<file path="config.mk">
export PLATFORM = sky130hd
export DESIGN_NAME = perf_overflow_ctrl
export DESIGN_NICKNAME = d
export VERILOG_FILES = /design/src/rtl/perf_overflow_ctrl.sv
export SDC_FILE = /design/constraint.sdc
export NUM_CORES = 1
export LEC_CHECK = 0
export CORE_AREA = 2 2 221 223
export CTS_CLUSTER_DIAMETER = 120
export CTS_CLUSTER_SIZE = 14
export DETAILED_ROUTE_END_ITERATION = 10
export DIE_AREA = 0 0 223 225
export REMOVE_ABC_BUFFERS = 1
export SKIP_LAST_GASP = 1
export SLEW_MARGIN = 5
export SYNTH_ARGS = -nofsm -noshare
export SYNTH_HDL_FRONTEND = slang
export SYNTH_SLANG_ARGS = --single-unit
</file>
<file path="constraint.sdc">
create_clock -name clk_i -period 1.68 [get_ports clk_i]
set_input_delay 0.336 -clock clk_i [delete_from_list [all_inputs] [get_ports clk_i]]
set_output_delay 0.336 -clock clk_i [all_outputs]
set_load 0.005 [all_outputs]
</file>
<file path="src/rtl/perf_overflow_ctrl.sv">
// perf_overflow_ctrl: sticky overflow (OF) bits for the generic HPM counters
// mhpmcounter3.. and the local-counter-overflow interrupt (LCOFI) request.
// Supplies the OF field of mhpmevent3..8 (or mhpmevent3h..8h on RV32) and the
// scountovf CSR as read data that csr_regfile ORs with the counter read data.
module perf_overflow_ctrl #(
    parameter int unsigned NumCounters  = 6,
    parameter int unsigned CounterWidth = 64,
    parameter int unsigned XLEN         = 64
) (
    input  logic                                       clk_i,
    input  logic                                       rst_ni,
    input  logic                                       debug_mode_i,
    input  logic [1:0]                                 priv_lvl_i,
    input  logic [31:0]                                mcounteren_i,
    input  logic [11:0]                                addr_i,
    input  logic                                       we_i,
    input  logic [XLEN-1:0]                            data_i,
    output logic [XLEN-1:0]                            data_o,
    input  logic [NumCounters-1:0][CounterWidth-1:0]   count_i,
    input  logic [NumCounters-1:0]                     incr_i,
    input  logic                                       lcofi_clr_i,
    output logic [NumCounters-1:0]                     of_o,
    output logic                                       lcofi_o
);

    // Privilege encodings (riscv::priv_lvl_t).
    localparam logic [1:0] PrivM = 2'b11;
    localparam logic [1:0] PrivS = 2'b01;

    // OF lives in the top bit of mhpmevent on RV64 and of mhpmeventh on RV32,
    // so the owning CSR address and the bit position both follow XLEN.
    localparam logic [11:0] OfAddrBase   = (XLEN == 64) ? 12'h323 : 12'h723;
    localparam logic [11:0] ScountovfAddr = 12'hDA0;

    logic [NumCounters-1:0] of_q;
    logic [NumCounters-1:0] of_d;
    logic [NumCounters-1:0] ovf;
    logic                   lcofi_set;
    logic                   lcofip_q;

    // Overflow detection and next OF value; a software write beats hardware.
    always_comb begin
        // NOTE: every combinational output gets a default first so no path
        // leaves it unassigned, which would otherwise infer a latch.
        ovf  = '0;
        of_d = of_q;
        for (int i = 0; i < int'(NumCounters); i++) begin
            // Only the exact all-ones -> zero wrap counts as an overflow.
            ovf[i] = incr_i[i] && (count_i[i] == {CounterWidth{1'b1}}) && !debug_mode_i;
            if (we_i && (addr_i == OfAddrBase + 12'(i))) begin
                of_d[i] = data_i[XLEN-1];
            end else if (ovf[i]) begin
                of_d[i] = 1'b1;
            end
        end
        // Only a hardware 0->1 transition of OF raises the interrupt.
        lcofi_set = |(ovf & ~of_q);
    end

    // OF and LCOFI pending state; a new set wins over a same-cycle clear.
    always_ff @(posedge clk_i or negedge rst_ni) begin
        if (!rst_ni) begin
            of_q     <= '0;
            lcofip_q <= 1'b0;
        end else begin
            // NOTE: sequential state uses non-blocking assignments so every
            // register samples pre-edge values regardless of statement order.
            of_q     <= of_d;
            lcofip_q <= lcofi_set | (lcofip_q & ~lcofi_clr_i);
        end
    end

    // CSR read contribution: OF bit of mhpmevent(h) or the scountovf view.
    always_comb begin
        data_o = '0;
        for (int i = 0; i < int'(NumCounters); i++) begin
            if (addr_i == OfAddrBase + 12'(i)) begin
                data_o[XLEN-1] = of_q[i];
            end
        end
        if (addr_i == ScountovfAddr) begin
            if (priv_lvl_i == PrivM) begin
                data_o[NumCounters+2:3] = of_q;
            end else if (priv_lvl_i == PrivS) begin
                data_o[NumCounters+2:3] = of_q & mcounteren_i[NumCounters+2:3];
            end
        end
    end

    assign of_o    = of_q;
    assign lcofi_o = lcofip_q;

    // Bits of the CSR buses that carry nothing for this block.
    logic unused_bits;
    assign unused_bits = ^{mcounteren_i, data_i[XLEN-2:0]};

endmodule
</file>
-- After elaboration in Yosys (flattened, before gate mapping)
Cells that the tools add are included.
Widths: inputs -> output; s select.
- register bits after elaboration: 7
- bits of input ports: 505
- output and inout bits: 71
- word-level logic and storage cells: 75
- eq/ne operators: 15
- mux-type cells: 21
- bitwise logic cells: 6
- reductions and logical operators: 26
- operators by type and width (operator ; number):
    $eq 64x64->1 const B ; 6
    $eq 12x10->1 const B ; 6
    $logic_and 1x1->1 ; 18
    $mux 1 ; 18
    $mux 6 ; 3
    $and 6x6->6 ; 2
    $eq 12x12->1 const B ; 1
    $reduce_bool 2->1 ; 6
    $not 6->6 ; 1
    $reduce_or 6->1 ; 1
    $eq 2x1->1 const B ; 1
    $eq 2x2->1 const B ; 1
    $and 1x1->1 ; 1
    $logic_not 1->1 ; 1
    $not 1->1 ; 1
    $or 1x1->1 ; 1

-- Logic depth before layout (Yosys ltp)
Gate-level depths: netlist of the first run.
- word-level depth: 7
- gate-level depth with buffers: 6
- mapped depth without buffers: 6

-- Least setup slack after synthesis of the first run
OpenSTA, ideal clock, no wires.
- path type: input port to output port
- from: input addr_i[1]
- to: output data_o[63]
- arrival: 1.286 ns
- required time: 1.344 ns
- slack: 0.058 ns
- stages: 6
- buffers on the path: 1
- path through: clkbuf_1 > nand3b_1 > o21ai_1 > a22oi_1 > a311o_1 > a31oi_1
- word-level cells in the longest chain between the ends: 7
- elaborated cells between the ends (all ways): 12
- those cells by class: eq/ne: 6; mux: 6
- ends and longest elaborated chain (element ; RTL line ; text):
    start, declared ; 15 ; input logic [11:0] addr_i,
    $eq 12x10->1 ; 77 ; if (addr_i == OfAddrBase + 12'(i)) begin
    $mux 1 (5 in a row) ; 77 ;
    $mux 1 * ; 77 ;
    end, declared ; 18 ; output logic [XLEN-1:0] data_o,
Every way passes the cells marked *; elsewhere a longest branch is shown, timed or not.

-- Final worst setup path of the first run
- from: register of_q[2] (netlist: of_o[2])
- to: output data_o[63]
- word-level cells in the longest chain between the ends: 4
- ends and longest elaborated chain (element ; RTL line ; text):
    start, declared ; 35 ; logic [NumCounters-1:0] of_q;
    start signal, assigned ; 63 ; of_q <= '0;
    start signal, assigned ; 68 ; of_q <= of_d;
    $mux 1 (4 in a row) ; 77 ;
Every way passes these cells.

==> results of run 1 <==
[final cells by class]
class | instances | area [um2]
Timing Repair Buffer | 473 | 4370
Inverter | 4 | 15.0
Clock buffer | 4 | 78.8
Sequential cell | 7 | 175
Multi-Input combinational cell | 253 | 1770
Fill cell | 5467 | 40400
Antenna cell | 2 | 5.00
Tap cell | 615 | 769
[worst paths after layout]
check | slack [ps] | from | cells past startpoint | to
worst min-delay path | 410 | rst_ni | 1 | of_o[3]
worst max-delay path | -140 | of_o[2] | 6 | data_o[63]
max in group asynchronous | 980 | rst_ni | 1 | lcofi_o
worst min register to register | 590 | of_o[5] | 2 | of_o[5]
worst max register to register | 430 | of_o[4] | 5 | lcofi_o
min in group clk_i | 530 | addr_i[1] | 4 | of_o[2]
[what timing repair did]
action,4_1_cts,5_1_grt
setup buffers,4,4
resized for setup,379,33
pin swaps,103,19
hold endpoints to repair,0,0
endpoints found under the setup margin,16,14
[layout by cell type, fill, tap and decap left out, types with 4 or more instances in the layout]
cell and count:
buf_4 32, nor3_2 8, dlymetal6s2s_1 18, conb_1 57, nor4_4 4, nand2_1 7, clkdlybuf4s15_1 6, nor2_1 5
nor3_1 4, buf_2 16, o21ai_0 5, dlygate4sd2_1 231, dfrtp_1 7, nor2_2 4, clkdlybuf4s50_1 154, nand4b_1 7
nand4_1 91, nor4_2 11, buf_6 12
[cell usage after synthesis, types with 2 or more instances]
library cell,instances
nand4_1,91
buf_4,57
nor4_1,14
nor3_1,12
nor2_1,10
nand2_1,8
dfrtp_1,7
nand4b_1,7
o21ai_0,7
nand3_1,5
and4_1,4
inv_1,4
nand2b_1,4
a21oi_1,3
o21ai_1,3
or4_1,3
a31oi_1,2
and3_1,2
nor3_2,2
nor3b_2,2
nor4_4,2
[metal layers]
metal,vias to the layer above,track usage (%),wire length (um)
met5,-,0,23
met2,278,12.3,9030
met4,4,1.60,315
li1,1945,-,-
met1,1776,7.49,7140
met3,16,2.14,1870
[registers in the layout, summed over array words and instances (netlist names)]
name	cells
lcofi_o	1
of_o	6
[power by group through the flow]
stage               clock network [uW]  registers [uW]  logic (uW)
finish                             423             171         983
global placement                     0             174        1150
floorplan                            0             174        87.5
CTS                                432             171         987
global route                       449             171        1060
detailed placement                   0             174        1160
[worst max-delay path: stages (launching register included)]
cell and delay (ps):
dfrtp_1 400, nand3b_1 110, o21ai_2 60, a22oi_1 90, a311o_1 290, a31oi_1 150
buf_2 150
[per-stage QoR]
| stage | utilization, % | hold slack (ps) | power, uW | setup WS [ps] |
|---|---|---|---|---|
| final | 15.1 | 405 | 1580 | -143 |
| after global routing | 15.1 | 450 | 1680 | -216 |
| after CTS | 14.8 | 425 | 1590 | -166 |
| after detailed placement | 14.8 | 578 | 1340 | -902 |
| after global placement | 14.8 | 567 | 1330 | -919 |
| after floorplan | - | 40.4 | 261 | 242 |
[kinds of logic after synthesis]
kind of cell    synth area share (%)
mux                            0.523
other cells                    0.196
simple gates                    59.4
buf+inv                         23.6
compound gates                  7.13
flops                           9.16
==> results.sh, run 1 <==
export IMPL_pwr_share_seq_pct=10.9
export IMPL_dr_first_iter_drc_count=82
export IMPL_synthFlopType="dfrtp_1"
export IMPL_fin_crit_ps=1820
export IMPL_switching_power_uw=386
export IMPL_vias_per_cell=2.96
export IMPL_pin_count=576
export IMPL_yosysWarnings=0
export IMPL_finalNetCount=1247
export IMPL_violations="negative setup slack"
export IMPL_cts_tree="done"
export IMPL_cts_sinks=7
export IMPL_ir_drop_mv=0.226
export IMPL_power_density_nw_per_um2=219
export IMPL_cts_buffer_depth=2
export IMPL_fin_crit_sh_pct=109
export IMPL_clk_latency_ps=240
export IMPL_power_leakage_uw=0.00307
export IMPL_wire_per_inst_um=13.5
export IMPL_antenna_found_initial=5
export IMPL_cts_buffers=3
export IMPL_synthCells=267
export IMPL_synth_cell_area_um2=1910
export IMPL_hold_path_class="in2async"
export IMPL_htreeDepth=1
export IMPL_postSynthAreaPerCell_um2=7.17
export IMPL_start_kind="flop"
export IMPL_crit_path_end_kind="primary output"
export IMPL_async_reset_ff_share_pct=100
export IMPL_finalWirelength_mm=18.4
export IMPL_grt_setup_unrepaired="true"
export IMPL_grt_overflow_total=0
export IMPL_swShare_pct=24.5
export IMPL_dp_cells=1344
export IMPL_initial_core_util_pct=4.02
export IMPL_rows=80
export IMPL_synth_cell_types=39
export IMPL_grt_pass1_vias=4273
export IMPL_crit_type="reg2out"
export IMPL_synth_area_leaders="nand4_1 (30%), buf_4 (22%), dfrtp_1 (9.2%), nor4_1 (4.6%), nand4b_1 (3.2%)"
export IMPL_hold_viol=0
export IMPL_ys_ff_latch=7
export IMPL_root_buffer="clkbuf_16"
export IMPL_maxCapViolCount=0
export IMPL_drt_antenna_violating_nets=0
export IMPL_hpwlAfterDp_mm=17.0
export IMPL_run_status="finished, violations left"
export IMPL_worstPathRequired_ps=1340
export IMPL_final_setup_viol_count=3
export IMPL_dieArea_um2=50200
export IMPL_synth_top_area_cell="nand4_1"
export IMPL_area_delta_synth_final_pct=276
export IMPL_hold_buffers=0
export IMPL_grtUsageTotal_pct=6.69
export IMPL_final_cell_area_um2=7190
export IMPL_critPathArrivalTime_ps=1490
export IMPL_fp_dieH_um=225
export IMPL_setup_tns_ps=-291
export IMPL_grt_pass1_wl_mm=24.8
export IMPL_final_cells=1358
export IMPL_port_buffers=429
export IMPL_synth_top_area_share_pct=29.8
export IMPL_grt_max_degree=8
export IMPL_synth_edf_count=0
export IMPL_clkPwrFrac_pct=26.8
export IMPL_clock_skew_final_ps=4.95
export IMPL_drive_gt1_share_pct=16.3
export IMPL_core_area_um2=47500
export IMPL_fmax_mhz=548
export IMPL_dr_pass1_iters=4
export IMPL_internal_power_uw=1190
export IMPL_pwr_share_comb_pct=62.3
export IMPL_die_w_um=223
export IMPL_clk_pin_slew_worst_paths_ps=40
export IMPL_route_detailed_drc=0
export IMPL_ys_seq_area_share_pct=9.16
export IMPL_placed_area_um2=7030
export IMPL_drv_slew=0
export IMPL_crit_path_max_fanout=2
export IMPL_fin_ws_ps=-143
export IMPL_num_vias=4019
export IMPL_gp_congestion=0.813
(Power assumes the default switching activity.)
==> inputs of run 2 (changes only) <==
Settings changed: CTS_CLUSTER_DIAMETER 120 to 30.
==> results of run 2 <==
Same layout as run 1: the final DEF is identical, and so are final timing and power.
==> inputs of run 3 (changes only) <==
Clock period 1.68 ns to 1.95 ns, I/O delays scaled along.
==> run 3 against run 2 <==
  * The run now ends clean
  * Non-clock buffer count increased by 5
  * Largest power group unchanged
  * Utilization is 0.70 points higher
  * Cell area rose by 4.6%
  * Clock skew is 1.1 ps lower
  * Combinational power is essentially flat
  * Clock power shrank 16%
  * Critical path type is now in2reg
  * Sequential share of layout area decreased by 0.11 points
  * Count of clock-buffer cells in the layout is the same
==> results.sh, run 3 (synthesized netlist as in run 1, its figures left out) <==
export IMPL_pwr_share_seq_pct=9.9
export IMPL_drv_slew=0
export IMPL_htreeDepth=1
export IMPL_worstPathRequired_ps=2100
export IMPL_fmax_mhz=518
export IMPL_pin_count=576
export IMPL_vias_per_cell=2.97
export IMPL_port_buffers=429
export IMPL_hold_path_class="in2async"
export IMPL_pwr_share_comb_pct=66.1
export IMPL_hold_slack_ps=464
export IMPL_finalNetCount=1252
export IMPL_antenna_found_initial=5
export IMPL_initial_core_util_pct=4.02
export IMPL_fin_crit_sh_pct=99.0
export IMPL_clk_latency_ps=230
export IMPL_clock_skew_final_ps=3.88
export IMPL_cts_sinks=7
export IMPL_fin_ws_ps=18.8
export IMPL_dieArea_um2=50200
export IMPL_wire_per_inst_um=13.7
export IMPL_die_w_um=223
export IMPL_dr_first_iter_drc_count=96
export IMPL_grt_pass1_vias=4188
export IMPL_crit_type="in2reg"
export IMPL_drt_antenna_violating_nets=0
export IMPL_hpwlAfterDp_mm=17.1
export IMPL_hold_buffers=0
export IMPL_grt_overflow_total=0
export IMPL_run_status="finished, final reports clean"
export IMPL_power_leakage_uw=0.00315
export IMPL_num_vias=4040
export IMPL_utilization_pct=15.8
export IMPL_critPathArrivalTime_ps=2080
export IMPL_largest_register_ffs=6
export IMPL_grtUsageTotal_pct=6.63
export IMPL_fp_dieH_um=225
export IMPL_crit_path_end_kind="flop"
export IMPL_dr_pass1_iters=4
export IMPL_grt_pass1_wl_mm=24.5
export IMPL_switching_power_uw=331
export IMPL_fin_crit_ps=1930
export IMPL_hold_viol=0
export IMPL_clkPwrFrac_pct=24.0
export IMPL_grt_setup_unrepaired="true"
export IMPL_fillers=5355
export IMPL_dp_slack_ps=-791
export IMPL_core_area_um2=47500
export IMPL_area_delta_synth_final_pct=293
export IMPL_final_cell_mix="clkdlybuf4s50_1 (316), nand4_1 (91), conb_1 (57)"
export IMPL_total_power_uw=1490
export IMPL_multiInputGateArea_um2=1750
export IMPL_route_detailed_drc=0
export IMPL_swShare_pct=22.2
export IMPL_ir_drop_mv=0.189
export IMPL_maxCapViolCount=0
export IMPL_drive_gt1_share_pct=14.9
export IMPL_mostFrequentLayoutCell="clkdlybuf4s50_1"
export IMPL_register_area_um2=175
export IMPL_clk_pin_slew_worst_paths_ps=40
export IMPL_crit_path_max_fanout=2
export IMPL_final_setup_viol_count=0
export IMPL_cts_tree="done"
export IMPL_gp_congestion=0.817
export IMPL_internal_power_uw=1160
export IMPL_power_density_nw_per_um2=198
export IMPL_start_kind="primary input"
export IMPL_rows=80
export IMPL_root_buffer="clkbuf_16"
export IMPL_cts_buffer_depth=2
export IMPL_finalWirelength_mm=18.7
export IMPL_cts_buffers=3
export IMPL_grt_max_degree=8
-- run 3: layout make-up --
type                    count  share of cell area (%)
repair buffers            478                    62.9
inverters                   4                   0.200
multi-input cells         253                    23.2
clock buffers               4                    1.05
diodes                      1                  0.0333
flip-flops and latches      7                    2.33
well taps                 615                    10.2
-- run 3: path summary, 6_finish.rpt --
check	from	to	slack, ps	cells after the start
max	count_i[51]	lcofi_o	20	6
min	rst_ni	of_o[4]	460	1
max reg2reg	of_o[4]	lcofi_o	510	6
min reg2reg	of_o[5]	of_o[5]	590	2
max in group asynchronous	rst_ni	of_o[3]	1190	1
min in group clk_i	of_o[5]	of_o[5]	590	2
-- run 3: power by group through the flow --
| stage | Combinational [uW] | Sequential, uW | Clock, uW |
|---|---|---|---|
| finish | 985 | 148 | 357 |
| global route | 1050 | 147 | 382 |
| CTS | 989 | 148 | 365 |
| detailed placement | 1000 | 149 | 0 |
| global placement | 991 | 149 | 0 |
| floorplan | 75.4 | 150 | 0 |
-- run 3: repair_timing --
item | CTS | global route
pin swaps | 41 | 41
gates resized for setup | 117 | 95
endpoints found under the setup margin | 13 | 13
buffers inserted | 7 | 7
-- run 3: metal layers --
metal	global-route usage, %	vias to the layer above	wire [um]
met5	0	-	24
met4	1.41	4	291
met3	2.31	16	1990
met2	12.1	279	9280
met1	7.42	1789	7080
li1	-	1952	-
-- run 3: per-stage QoR --
stage	instances	setup TNS (ps)	area (um2)
after global placement	1343	-7800	7030
final	1362	0	7520
after global routing	1362	-66.6	7520
after floorplan	264	0	1690
after CTS	1354	-110	7240
after detailed placement	1343	-8370	7030
-- run 3: worst max-delay path: stages --
cell and delay (ps):
clkdlybuf4s50_1 490, nand4_1 90, or4_1 580, nor3_4 230
nand2b_1 180, o2111ai_2 120
